## src/rtl/stop_it_pkg.sv

```systemverilog
// stop_it_pkg: shared state encoding and default timing/score constants for the Stop-It game
package stop_it_pkg;
  typedef enum logic [2:0] {
    WAIT_START,
    STARTING,
    RUNNING,
    CORRECT,
    WRONG,
    WON
  } state_e;
  localparam int HOLD_TICKS = 15;
  localparam int WIN_SCORE  = 9;
  localparam int DIGIT_MAX  = 15;
endpackage

```

## src/rtl/stop_it_game_ctrl.sv

```systemverilog
// stop_it_game_ctrl: Stop-It game FSM, target/digit/score registers and tick counter control
module stop_it_game_ctrl #(
  parameter int HOLD_TICKS = stop_it_pkg::HOLD_TICKS,
  parameter int WIN_SCORE  = stop_it_pkg::WIN_SCORE,
  parameter int DIGIT_MAX  = stop_it_pkg::DIGIT_MAX
) (
  input  logic       clk_4_i,
  input  logic       rst_i,
  input  logic       start_i,
  input  logic       stop_i,
  input  logic [3:0] random_i,
  input  logic [4:0] time_count_i,
  output logic       time_en_o,
  output logic       time_clr_o,
  output logic [3:0] target_o,
  output logic [3:0] digit_o,
  output logic [3:0] score_o,
  output logic       blank_o,
  output logic       success_o,
  output logic       fail_o
);
  import stop_it_pkg::*;
  state_e     state_q, state_d;
  logic [3:0] target_q, target_d, digit_q, digit_d, score_q, score_d;
  logic       hold;
  assign hold = time_count_i == 5'(HOLD_TICKS);
  always_ff @(posedge clk_4_i) begin
    if (rst_i) begin
      state_q  <= WAIT_START;
      target_q <= '0;
      digit_q  <= '0;
      score_q  <= '0;
    end else begin
      state_q  <= state_d;
      target_q <= target_d;
      digit_q  <= digit_d;
      score_q  <= score_d;
    end
  end
  always_comb begin
    state_d  = state_q;
    target_d = target_q;
    digit_d  = digit_q;
    score_d  = score_q;
    case (state_q)
      WAIT_START: if (start_i) begin
        state_d  = STARTING;
        target_d = random_i;
        score_d  = '0;
      end
      STARTING: if (hold) begin
        state_d = RUNNING;
        digit_d = 4'(DIGIT_MAX);
      end
      // stop takes priority over the decrement so the digit freezes on the press
      RUNNING: if (stop_i) begin
        state_d = digit_q == target_q ? CORRECT : WRONG;
        score_d = digit_q == target_q ? score_q + 4'd1 : score_q;
      end else begin
        digit_d = digit_q == 4'd0 ? 4'(DIGIT_MAX) : digit_q - 4'd1;
      end
      CORRECT: if (hold) begin
        state_d  = score_q == 4'(WIN_SCORE) ? WON : STARTING;
        target_d = score_q == 4'(WIN_SCORE) ? target_q : random_i;
      end
      WRONG: if (hold) begin
        state_d  = STARTING;
        target_d = random_i;
      end
      WON: if (start_i) begin
        state_d  = STARTING;
        target_d = random_i;
        score_d  = '0;
      end
      default: state_d = WAIT_START;
    endcase
  end
  assign time_en_o  = state_q inside {STARTING, CORRECT, WRONG};
  assign time_clr_o = state_d != state_q || state_q inside {WAIT_START, WON};
  assign target_o   = target_q;
  assign digit_o    = digit_q;
  assign score_o    = score_q;
  assign blank_o    = state_q == STARTING && time_count_i[0];
  assign success_o  = state_q inside {CORRECT, WON};
  assign fail_o     = state_q == WRONG;
endmodule

```

## config.mk

```make
export PLATFORM = sky130hd
export DESIGN_NAME = stop_it_game_ctrl
export DESIGN_NICKNAME = d
export VERILOG_FILES = /design/src/rtl/stop_it_pkg.sv /design/src/rtl/stop_it_game_ctrl.sv
export SDC_FILE = /design/constraint.sdc
export NUM_CORES = 1
export LEC_CHECK = 0
export ABC_CLOCK_PERIOD_IN_PS = 1700
export CORE_MARGIN = 3
export CORE_UTILIZATION = 47
export DETAILED_ROUTE_END_ITERATION = 16
export HOLD_SLACK_MARGIN = 0.12
export PLACE_DENSITY = 0.82
export SLEW_MARGIN = 20
export SYNTH_ARGS = -nofsm -noshare
export SYNTH_HDL_FRONTEND = slang
export SYNTH_SLANG_ARGS = --single-unit
```

## constraint.sdc

```tcl
create_clock -name clk_4_i -period 1.7 [get_ports clk_4_i]
set_input_delay 0.255 -clock clk_4_i [delete_from_list [all_inputs] [get_ports clk_4_i]]
set_output_delay 0.255 -clock clk_4_i [all_outputs]
set_load 0.01 [all_outputs]
```

Word level (Yosys, flattened, before mapping)
Index checks and enable logic that the tools add are counted.
- add/sub/neg operators: 2
- eq/ne operators: 17
- multiplexer cells: 21
- reductions and logical operators: 14
- operator list (cell ; count):
    $mux 4 ; 10
    $mux 3 ; 7
    $pmux 4 s2 ; 2
    $pmux 3 s5 ; 1
    $ne 2x2->1 const B ; 6
    $pmux 4 s3 ; 1
    $reduce_bool 2->1 ; 4
    $eq 3x2->1 const B ; 2
    $eq 3x3->1 const B ; 2
    $reduce_bool 3->1 ; 2
    $eq 5x4->1 const B ; 1
    $reduce_and 5->1 ; 1
    $add 4x1->4 const B ; 1
    $eq 4x4->1 ; 1
    $eq 4x4->1 const B ; 1
    $logic_not 4->1 ; 1
    $ne 2x1->1 const B ; 2
    $reduce_and 4->1 ; 1
    $sub 4x1->4 const B ; 1
    $eq 3x1->1 const B ; 1
    $logic_not 3->1 ; 1
    $ne 3x3->1 ; 1
    $reduce_and 3->1 ; 1
    $reduce_or 2->1 ; 1
    2 further kinds ; 2
- bits in registers: 15
- bits of input ports: 13
- output and inout bits: 17
- word-level logic and storage cells: 58

Longest topological paths before layout
- depth after elaboration: 6
- gate-level depth with buffers: 6
- gate-level depth less buffers: 6

Worst setup path after synthesis
No wires, ideal clock.
- path kind: register -> output
- start: register state_q[0]
- end: output time_clr_o
- data arrival time: 1.363 ns
- required time: 1.445 ns
- slack: 0.082 ns
- cell stages (with the launch flop): 6
- path buffers: 2
- cell sequence: dfxtp_1 -> buf_6 -> clkbuf_1 -> o21ai_0 -> o21a_1 -> o21ai_0
- cells in the longest elaborated chain, start to end: 5
- elaborated cells between the ends (all ways): 16
- classes of those cells: eq/ne: 6; mux: 6; reduce/logical: 4
- ends and longest elaborated chain (what ; RTL line ; source):
    from (decl) ; stop_it_game_ctrl.sv:23 ; state_e state_q, state_d;
    from (signal assigned) ; stop_it_game_ctrl.sv:34 ; state_q <= state_d;
    $eq 3x3->1 / $logic_not 3->1 (equally long branches) ; stop_it_game_ctrl.sv:45, stop_it_game_ctrl.sv:79 ;
    $reduce_or 2->1 (no line) ; n/a ;
    $pmux 3 s5 ; stop_it_game_ctrl.sv:45 ; case (state_q)
    $ne 3x3->1 ; stop_it_game_ctrl.sv:79 ; assign time_clr_o = state_d != state_q || state_q inside {WAIT_START, WON};
    $logic_or 1x1->1 * ; stop_it_game_ctrl.sv:79 ;
    to (decl) ; stop_it_game_ctrl.sv:14 ; output logic time_clr_o,
Mark *: on every way between the ends. The rest lies on a longest branch, timed or not.

Worst setup path in the final report
- start: register score_q[1] (netlist: score_o[1])
- end: output time_clr_o
- cells in the longest elaborated chain, start to end: 6
- ends and longest elaborated chain (what ; RTL line ; source):
    from (decl) ; stop_it_game_ctrl.sv:24 ; logic [3:0] target_q, target_d, digit_q, digit_d, score_q, score_d;
    from (signal assigned) ; stop_it_game_ctrl.sv:37 ; score_q <= score_d;
    $eq 4x4->1 ; stop_it_game_ctrl.sv:63 ; state_d = score_q == 4'(WIN_SCORE) ? WON : STARTING;
    $mux 3 ; stop_it_game_ctrl.sv:63 ;
    $mux 3 ; stop_it_game_ctrl.sv:62 ; CORRECT: if (hold) begin
    $pmux 3 s5 ; stop_it_game_ctrl.sv:45 ;
    $ne 3x3->1 ; stop_it_game_ctrl.sv:79 ;
    $logic_or 1x1->1 ; stop_it_game_ctrl.sv:79 ;
No other way between the ends.

==> flow_summary.yaml <==
setup_path:
  critPathArrivalTime_ns: 1.60
  worstSetupPathType: "reg2out"
  worst_setup_path_start_kind: "flop"
  cp-end-kind: "output port"
  path_max_fanout: 2
  crit_required_ns: 1.44
cells_and_area:
  synthToLayoutAreaGrowth_pct: 70.2
  final_cells: 229
  diodes: 0
  layout.nets: 220
  drive_above_1_share_pct: 37.6
timing:
  fin_crit_sh_pct: 109
  worst_slack_ns: -0.151
  min_period_ns: 1.85
  slew_violations: 0
  max_freq_mhz: 540
  setup_viol: 1
  rsz0062_at_grt: "true"
  finClkSkew_ns: 0.00470
  hold_violations: 0
  worst_pin_slew_ns: 0.544
  slew_headroom_pct: 63.6
yosys:
  ys_warn_count: 0
  synthFlopType: "dfxtp_1"
  ys_ff_latch: 15
  async_flop_share_pct: 0
  synth_edf_count: 0
  synthesis.area_um2: 1070
  yosysSeqAreaShare_pct: 28.0
  synth_area_per_cell_um2: 8.30
  syn_nets: 146
  synthCells: 129
  yosysUniqueCellTypes: 39
drt:
  wl_per_cell_um: 16.4
  vias: 1334
  drcViolationCount: 0
  via_per_inst: 5.83
  ant_nets: 0
  drt_first_pass_iters: 4
  wirelength_um: 3750
  drt_iter0_drc: 42
outcome:
  violations: "negative setup slack"
  outcome: "complete, but fails checks"
global_routing:
  grt_antenna_before_repair: 0
  overflow: 0
  grt_usage_pct: 25.9
  grt_pass1_vias: 1284
  grt_pass1_wl_um: 5420
  grt_max_degree: 18
floorplan:
  fp.dieArea_um2: 2890
  row_count: 16
  ios: 30
  dieWidth_um: 53.7
  initial_core_util_pct: 51.9
  coreArea_um2: 2060
  die_y_um: 53.7
placement:
  io_buffers: 29
  place_congestion: 0.945
  pre_cts_ws_ns: -0.557
  placed_cells: 218
  hpwl_um: 2490
cts:
  cts_buffer_depth: 2
  cts.sinks: 15
  cts_inserted_buffers: 3
  ctsHoldBuffers: 0
  root_buffer: "clkbuf_4"
  clk_pin_slew_ns: 0.09
  h-tree-depth: 1
  cts_tree: "done"
  clock_latency_ns: 0.29
pwr:
  leakagePower_nw: 0.759
  p_per_area_nw_per_um2: 470
  ir_drop_mv: 0.631
min_path:
  hold_path.class: "in2reg"
flow_run:
  drv_cap: 0
cell families (layout without fill, tap and decap cells):
kind of cell,count (synthesis),count (layout),share of synthesized area [%]
AND/OR/NAND/NOR,42,42,24.5
XOR/XNOR,5,5,4.09
flip-flops,15,15,28.0
multiplexers,4,4,3.74
buffers and inverters,16,89,6.78
adder cells (fa/ha/maj),4,4,4.67
AO/OA/AOI/OAI,43,43,28.2
power by group:
part           switching (W)  leakage (nW)  total [W]  internal, W
sequential        0.00000892         0.124   0.000371     0.000362
combinational       0.000129         0.620   0.000278     0.000149
clock               0.000117        0.0150   0.000208    0.0000914
total               0.000255         0.759   0.000857     0.000603
worst paths after layout:
kind	from	endpoint	slack [ns]	cells past startpoint
hold / removal	random_i[3]	target_o[3]	0.52	3
setup reg to reg	state_q[0]	digit_o[3]	0.05	6
setup / recovery	score_o[1]	time_clr_o	-0.15	7
hold reg to reg	score_o[3]	score_o[3]	0.62	3
per-stage QoR:
stage / total power [W] / util [%] / instance area, um2 / TNS (ns) / hold WS [ns]
after floorplan: 0.000492 / - / 1070 / 0 / 0.406
after global placement: 0.000615 / 80.3 / 1660 / -1.30 / 0.582
after detailed placement: 0.000623 / 80.3 / 1660 / -1.75 / 0.598
after CTS: 0.000834 / 83.4 / 1720 / -0.257 / 0.525
after global routing: 0.000910 / 88.4 / 1820 / -0.261 / 0.544
final: 0.000857 / 88.4 / 1820 / -0.151 / 0.524
flip-flops by register name, indices dropped and copies added, names as in the netlist:
name and cells:
target_o 4, score_o 4, state_q 3, digit_o 4
synth_stat cells (all sizes together) (3+ instances only):
library cell	number	share of area, %
a211oi	5	3.5
a21oi	10	4.7
a31oi	3	1.8
buf	5	2.9
dfxtp	15	28
ha	4	4.7
inv	9	3.2
mux2i	4	3.7
nand2	4	2.1
nand2b	14	8.2
nand3	4	1.9
nor2	4	1.4
o21a	7	4.9
o21ai	5	2.3
or3	3	1.8
xnor2	5	4.1
cell usage in the layout (no fill, tap or decap), types with 5 or more instances in the layout:
cell | Yosys | layout
inv_1 | 9 | 8
o21a_1 | 7 | 7
a21oi_1 | 10 | 8
buf_6 | 1 | 5
xnor2_1 | 5 | 5
dfxtp_1 | 15 | 10
buf_4 | 0 | 42
nand2b_1 | 14 | 14
clkdlybuf4s50_1 | 0 | 21
dfxtp_2 | 0 | 5
worst max-delay path, cell delays in order, from the launching register on:
cell and delay (ns):
dfxtp_2 0.34, inv_2 0.06, ha_4 0.12, nand4b_1 0.15
nor4_2 0.25, a211oi_1 0.11, o21ai_1 0.14, buf_2 0.14
final cells by class:
class                           instances  area (um2)
Tap cell                               27        33.8
Inverter                                9        33.8
Fill cell                             100         239
Sequential cell                        15         307
Timing Repair Buffer                   76         644
Clock buffer                            4        26.3
Multi-Input combinational cell         98         778
metal layers:
layer	GRT usage [%]	part of all wire (%)	up-vias
li1	-	-	622
met5	0	0	-
met1	27.0	39	618
met3	3.60	7.7	14
met4	13.6	2.9	0
met2	49.2	50	80
timing repair:
| action | CTS | global route |
|---|---|---|
| gates resized for setup | 16 | 31 |
| buffers inserted | 2 | 6 |
| endpoints found under the hold margin | 0 | 0 |
| endpoints found under the setup margin | 5 | 13 |
| pin swaps | 3 | 12 |
Power figures use the tool's default switching activity.
